[src/rtl/aes_state_seq.sv]
// AES-128 state-matrix sequencer: column load, optional in-place ShiftRows, column unload.
// Latency start->done 12 cycles with ShiftRows, 9 without; start is ignored while busy (no queuing).
module aes_state_seq (
    input  logic         clk,
    input  logic         reset,
    input  logic         start,
    input  logic         do_shift,
    input  logic [127:0] block_in,
    output logic         busy,
    output logic         done,
    output logic [127:0] block_out,
    output logic [31:0]  mat_col_in,
    output logic [1:0]   mat_input_idx,
    output logic         mat_input_row_col,
    output logic         mat_write_enable,
    output logic [1:0]   mat_output_idx,
    output logic         mat_output_row_col,
    input  logic [31:0]  mat_out
);

    typedef enum logic [2:0] {IDLE, LOAD, SHIFT, UNLOAD, DONE} state_t;

    state_t       state;
    logic [1:0]   cnt;
    logic [127:0] blk_q;
    logic         shift_q;

    always_ff @(posedge clk or posedge reset) begin
        if (reset) begin
            state     <= IDLE;
            cnt       <= 2'd0;
            blk_q     <= '0;
            shift_q   <= 1'b0;
            busy      <= 1'b0;
            done      <= 1'b0;
            block_out <= '0;
        end else begin
            case (state)
                IDLE: begin
                    if (start) begin
                        blk_q   <= block_in;
                        shift_q <= do_shift;
                        cnt     <= 2'd0;
                        busy    <= 1'b1;
                        state   <= LOAD;
                    end
                end
                LOAD: begin
                    cnt <= cnt + 2'd1;
                    if (cnt == 2'd3) begin
                        // ShiftRows leaves row 0 alone, so the shift pass starts at row 1
                        if (shift_q) begin
                            state <= SHIFT;
                            cnt   <= 2'd1;
                        end else begin
                            state <= UNLOAD;
                            cnt   <= 2'd0;
                        end
                    end
                end
                SHIFT: begin
                    cnt <= cnt + 2'd1;
                    if (cnt == 2'd3)
                        state <= UNLOAD;
                end
                UNLOAD: begin
                    block_out[{~cnt, 5'd0} +: 32] <= mat_out;
                    cnt <= cnt + 2'd1;
                    if (cnt == 2'd3) begin
                        state <= DONE;
                        done  <= 1'b1;
                    end
                end
                DONE: begin
                    done  <= 1'b0;
                    busy  <= 1'b0;
                    state <= IDLE;
                end
                default: state <= IDLE;
            endcase
        end
    end

    // Matrix port controls decode straight from state/cnt flops so reset clears them at once
    always_comb begin
        mat_col_in         = 32'd0;
        mat_input_idx      = 2'd0;
        mat_input_row_col  = 1'b0;
        mat_write_enable   = 1'b0;
        mat_output_idx     = 2'd0;
        mat_output_row_col = 1'b0;
        case (state)
            LOAD: begin
                mat_write_enable  = 1'b1;
                mat_input_row_col = 1'b1;
                mat_input_idx     = cnt;
                mat_col_in        = blk_q[{~cnt, 5'd0} +: 32];
            end
            SHIFT: begin
                mat_output_idx   = cnt;
                mat_input_idx    = cnt;
                mat_write_enable = 1'b1;
                case (cnt)
                    2'd1:    mat_col_in = {mat_out[23:0], mat_out[31:24]};
                    2'd2:    mat_col_in = {mat_out[15:0], mat_out[31:16]};
                    2'd3:    mat_col_in = {mat_out[7:0],  mat_out[31:8]};
                    default: mat_col_in = mat_out;
                endcase
            end
            UNLOAD: begin
                mat_output_row_col = 1'b1;
                mat_output_idx     = cnt;
            end
            default: ;
        endcase
    end

endmodule
[config.mk]
export PLATFORM = sky130hd
export DESIGN_NAME = aes_state_seq
export DESIGN_NICKNAME = d
export VERILOG_FILES = /design/src/rtl/aes_state_seq.sv
export SDC_FILE = /design/constraint.sdc
export NUM_CORES = 1
export LEC_CHECK = 0
export BUFFER_PORTS_ARGS = -buffer_cell sky130_fd_sc_hd__buf_2
export CAP_MARGIN = 20
export CORE_AREA = 2 2 161 163
export CTS_BUF_LIST = sky130_fd_sc_hd__clkbuf_16
export DETAILED_ROUTE_END_ITERATION = 12
export DIE_AREA = 0 0 163 165
export PLACE_DENSITY_LB_ADDON = 0.25
export SLEW_MARGIN = 30
export SYNTH_ARGS = -nofsm -noshare
export SYNTH_HDL_FRONTEND = slang
export SYNTH_SLANG_ARGS = --single-unit
[constraint.sdc]
create_clock -name clk -period 19.35 [get_ports clk]
set_clock_uncertainty 0.1 [all_clocks]
set_input_delay 1.935 -clock clk [delete_from_list [all_inputs] [get_ports clk]]
set_output_delay 1.935 -clock clk [all_outputs]
set_load 0.02 [all_outputs]
=== Word level (Yosys, flattened, before mapping) ===
Cells that the tools add are included.

* $add $sub $neg: 2
* Equality and inequality tests: 11
* Shifts and indexed selects: 3
* Mux-type cells: 22
* Bitwise operators: 1
* Reduce and logical (&&, ||, !) cells: 11

{| class="wikitable"
|+ Operator list
! kind !! count
|-
| $bwmux 128 || 1
|-
| $shift 32x9->128 const A || 1
|-
| $shiftx 128x8->32 || 1
|-
| $shiftx 32x9->128 || 1
|-
| $pmux 32 s3 || 1
|-
| $pmux 32 s2 || 1
|-
| $mux 3 || 4
|-
| $pmux 3 s4 || 1
|-
| $neg 7->9 || 1
|-
| $mux 2 || 4
|-
| $ne 2x2->1 const B || 4
|-
| $reduce_and 2->1 || 4
|-
| $mux 1 || 7
|-
| $eq 3x2->1 const B || 2
|-
| $pmux 2 s3 || 1
|-
| $eq 2x2->1 const B || 2
|-
| $pmux 1 s2 || 2
|-
| $reduce_and 4->1 || 1
|-
| $reduce_bool 2->1 || 2
|-
| $reduce_or 2->1 || 2
|-
| $eq 3x1->1 const B || 1
|-
| $eq 3x3->1 const B || 1
|-
| $logic_not 3->1 || 1
|-
| $reduce_bool 3->1 || 1
|-
| 3 further kinds || 3
|}

* Flip-flop bits (word level): 264
* Input bits: 164
* Output and inout bits: 169
* Logic and storage cells: 57

=== Depth between registers and ports, before layout ===
* Word-level depth: 4
* Depth in mapped cells: 10

=== Worst setup path after synthesis ===
Ideal clock, no wire load.

* Path type: input port to output port
* Start: input port mat_out[28]
* End: output port mat_col_in[20]
* Data arrival time: 2.766 ns
* Required time: 17.315 ns
* Slack: 14.549 ns
* Cell stages on the path: 4
* Cells stage by stage: clkbuf_1 a222oi_1 mux2i_1 a21o_1

* Word-level cells in the longest chain between the ends: 2

{| class="wikitable"
|+ Ends and longest elaborated chain
! what !! line !! text
|-
| from (decl) || 18 || <nowiki>input logic [31:0] mat_out</nowiki>
|-
| $pmux 32 s3 || 103 || <nowiki>case (cnt)</nowiki>
|-
| $pmux 32 s2 || 92 || <nowiki>case (state)</nowiki>
|-
| to (decl) || 12 || <nowiki>output logic [31:0] mat_col_in,</nowiki>
|}

Every way passes these cells.

=== Worst setup path in the final report ===
* Start: input port mat_out[10]
* End: output port mat_col_in[2]

The elaborated chain is that of the path after synthesis.

==> results.env <==
PLACEMENTROWS=58
POST_LAYOUT_MINIMUM_CYCLE_TIME_NS=5.33
REGTOREGSTARTPOINT='state[1]'
DRIVE_GT1_FRAC=0.362
FLOORPLAN.IO_PINS=333
YOSYS_MOST_USED_DFF='sky130_fd_sc_hd__dfrtp_1'
SETUP_TNS_NS=0
WIRE_LENGTH_OF_THE_FIRST_GLOBAL_ROUTING_PASS_UM=54200
LAYOUT.CELL_AREA.NON_FILLER_SQ_UM=15100
CTS_HTREE_LEVELS=1
POWER_FRAC_SEQ=0.334
AREA_DELTA_SYNTH_FINAL_PCT=21.2
REPORT.FINAL.SLEW_VIOL_COUNT=0
PLACE_CONGESTION=0.822
MAX_CAP_VIOL_COUNT=0
LAYOUT_SETUP_WS_NS=14.02
POST-SYNTH-TOP-AREA-CELL='sky130_fd_sc_hd__dfrtp_1'
START_UTIL=0.497
RR_WORST_DEPTH=4
HP-CLASS='reg -> reg'
DETAILROUTE.VIA_COUNT=9752
DIE-HEIGHT_UM=165
REPORT.FINAL.HOLD_VIOL_COUNT=0
SETUP-VIOLATIONS-FINAL=0
CLOCK-ROOT-BUFFER='sky130_fd_sc_hd__clkbuf_16'
SYN-INSTANCE-COUNT=1182
STD_CELL_CORE_AREA_SQ_UM=25000
LAYOUT.AREA.SEQ_SQ_UM=6610
YOSYS.CELL_TYPES.COUNT=34
FINAL.PERIOD_UTILIZATION=0.275
TIMING.REG2REG.SETUP_SLACK_NS=16.20
LARGEST_CELLS_BY_AREA_AFTER_SYNTHESIS='sky130_fd_sc_hd__dfrtp_1, sky130_fd_sc_hd__mux2_2, sky130_fd_sc_hd__nand2_1, sky130_fd_sc_hd__mux2i_1, sky130_fd_sc_hd__o21ai_0'
REQUIRED_NS=17.32
FMAX_MHz=188
CLK_LATENCY_NS=0.54
DP_HPWL_UM=25100
YOSYSWARNINGCOUNT=0
HOLD_PATH_DEPTH=2
CLK_PIN_SLEW_NS=0.06
WORSTSETUPSTARTPOINTTYPE='input pin'
SYNTHESIS.AREA_PER_INSTANCE_SQ_UM=10.5
SYNTH-SEQ-CELLS=264
MAX-CLOCK-PATH-BUFFERS=3
POST-PLACE-WS_NS=14.00
POSTCTSSETUPBUFFERS=0
AVGVIACOUNTPERCELL=5.45
CRIT_START='mat_out[10]'
CRITPATHCAPTURE='mat_col_in[2]'
SLEW-LIMIT-HEADROOM=0.419
POWER_SWITCHING_SHARE=0.418
POWER.CLOCK.FRACTION=0.189
TRITONCTS_CLOCK_TREE='built'
SYNTH_SEQ_AREA_SHARE=0.531
POWER_DISSIPATED_BY_SWITCHING_NET_LOADS_mW=1.19
POST_CTS_RESIZE_COUNT=0
POWER.IR.VDD_WORST_uV=99.5
DIE_WIDTH_UM=163
STATUS='complete, no violations'
NUMBER_OF_NETS_WITH_ANTENNA_VIOLATIONS_AFTER_DETAILED_ROUTING=0
WIRE_PER_INST_UM=20.2
DPL.CELL_COUNT=1734
SYNTHMOSTINSTANTIATEDCELL='sky130_fd_sc_hd__dfrtp_1'
LAYOUT.FILLER_CELLS=2151
GR-TOTAL-OVERFLOW=0
CRITPATHARRIVALTIME_NS=3.29
FLOORPLAN.DIE_AREA_SQ_UM=26900
CLOCK_SINKS=264
TIGHTESTPINTRANSITION_NS=0.871
POWERDENSITY_nW_PER_UM2=189
CRITICAL_PATH.MAX_FANOUT=8
GRT_MAX_DEGREE=120
GRT_ANTENNA_BEFORE_REPAIR=9
HOLD_BUFFERS=0
SYNTH.CELLS.MOST_FREQUENT='sky130_fd_sc_hd__dfrtp_1, sky130_fd_sc_hd__nand2_1, sky130_fd_sc_hd__o21ai_0, sky130_fd_sc_hd__mux2_2, sky130_fd_sc_hd__mux2i_1'
NUMBER_OF_BUFFERS_INSERTED_DURING_CLOCK_TREE_SYNTHESIS=29
FOOTPRINT_OF_THE_MULTI_INPUT_GATES_SQ_UM=5160
FINAL_ROUTED_WIRELENGTH_UM=36100
ITERATION_COUNT_OF_THE_INITIAL_DETAILED_ROUTING_PASS=12
LAYOUT.CELLS.NON_FILLER=1791
TIMING.SETUP.CRITICAL_PATH_CLASS='in -> out'
SYN_NETS=1351
POWER.SHARE.COMBINATIONAL=0.477
FIRST_GLOBAL_VIAS=9474
SYNTHESIS.AREA_SQ_UM=12400
PLACE.PORT_BUFFERS=332
SYNTHDOMINANTCELLAREASHARE=0.531
INTERNAL_CELL_POWER_mW=1.66
DRT_FIRST_ITER_VIOLATIONS=1011
FINAL_NETS=1604
SYNTH-ASYNC-RESET-RATIO=1.00
PLACEMENT.CELL_AREA_SQ_UM=14100
CRIT_PATH_END_KIND='primary output'
REG2REG_TO='blk_q[123]'
TOTAL_GLOBAL_ROUTING_TRACK_UTILIZATION=0.262
NUMBER_OF_SYNTHESIZED_FLOPS_WITH_AN_ENABLE_PIN=0
DETAIL_ROUTE.DRC_VIOLATIONS=0
STATIC-LEAKAGE-POWER_nW=7.61
RSZ0062_AT_GRT='no'
[critical path, cell delays in order]
cell and delay (ns):
sky130_fd_sc_hd__buf_2 0.16, sky130_fd_sc_hd__a222oi_1 0.62, sky130_fd_sc_hd__mux2i_1 0.19, sky130_fd_sc_hd__a21o_1 0.23
sky130_fd_sc_hd__buf_2 0.16
[final cells by class]
class / instances / area share
Sequential cell: 264 / 0.438
Clock inverter: 22 / 0.0129
Antenna cell: 6 / 0.000996
Multi-Input combinational cell: 753 / 0.342
Tap cell: 330 / 0.0274
Clock buffer: 29 / 0.0481
Timing Repair Buffer: 349 / 0.120
Inverter: 38 / 0.00996
[per-layer routing]
metal | track usage | routed length [um] | up-vias
li1 | - | - | 4567
met5 | 0 | 39 | -
met4 | 0.0805 | 1000 | 8
met1 | 0.344 | 15100 | 4741
met2 | 0.429 | 17100 | 363
met3 | 0.0678 | 2910 | 73
[flip-flops by register name, indices dropped and copies added, names as in the netlist]
register	cells
cnt	2
done	1
busy	1
block_out	128
shift_q	1
blk_q	128
state	3
[cell usage in the layout, fill, tap and decap left out, types with 2 or more instances in the layout]
cell type / Yosys / layout
sky130_fd_sc_hd__buf_2: 15 / 332
sky130_fd_sc_hd__dfrtp_1: 264 / 263
sky130_fd_sc_hd__nand2_1: 258 / 258
sky130_fd_sc_hd__o21ai_0: 132 / 132
sky130_fd_sc_hd__mux2_2: 130 / 130
sky130_fd_sc_hd__mux2i_1: 96 / 96
sky130_fd_sc_hd__inv_1: 38 / 47
sky130_fd_sc_hd__o22ai_1: 32 / 32
sky130_fd_sc_hd__a222oi_1: 32 / 32
sky130_fd_sc_hd__a21o_1: 32 / 32
sky130_fd_sc_hd__clkbuf_16: 0 / 29
sky130_fd_sc_hd__buf_4: 13 / 14
sky130_fd_sc_hd__diode_2: 0 / 6
sky130_fd_sc_hd__nor2_1: 5 / 5
sky130_fd_sc_hd__nand4b_1: 4 / 4
sky130_fd_sc_hd__a21oi_1: 4 / 4
sky130_fd_sc_hd__nor3_1: 5 / 4
sky130_fd_sc_hd__and2_1: 4 / 4
sky130_fd_sc_hd__clkinv_1: 0 / 4
sky130_fd_sc_hd__bufinv_16: 0 / 4
sky130_fd_sc_hd__clkinv_2: 0 / 3
sky130_fd_sc_hd__o31ai_1: 2 / 2
sky130_fd_sc_hd__ha_1: 5 / 2
sky130_fd_sc_hd__ha_2: 0 / 2
sky130_fd_sc_hd__buf_6: 4 / 2
[power by group through the flow]
| stage | registers, mW | logic [mW] | clock network, mW |
|---|---|---|---|
| floorplan | 1.05 | 0.848 | 0 |
| global placement | 0.945 | 1.34 | 0 |
| detailed placement | 0.961 | 1.36 | 0 |
| CTS | 0.952 | 1.36 | 0.548 |
| global route | 0.983 | 1.47 | 0.571 |
| finish | 0.951 | 1.36 | 0.537 |
[worst min path at each step]
stage,start,endpoint,slack [ns]
after floorplan,blk_q[100],blk_q[100],0.38
after global placement,block_out[93],block_out[93],0.36
after detailed placement,block_out[102],block_out[102],0.36
after CTS,block_out[123],block_out[123],0.38
after global routing,block_out[115],block_out[115],0.40
final,block_out[52],block_out[52],0.37
[through the flow]
step	total power [mW]	hold slack, ns	util
floorplan	1.90	0.380	-
global placement	2.28	0.356	0.563
detailed placement	2.32	0.365	0.564
CTS	2.86	0.378	0.601
global route	3.02	0.400	0.602
finish	2.84	0.371	0.602
[cell families after synthesis]
logic type      count (synthesis)  share of synthesized area
compound gates                235                      0.118
mux                           226                      0.195
xor+xnor                        2                    0.00141
simple gates                  285                     0.0921
flops                         264                      0.531
buf+inv                       165                     0.0577
fa+ha+maj                       5                    0.00503
No activity file was read; power rests on OpenSTA's default activity.
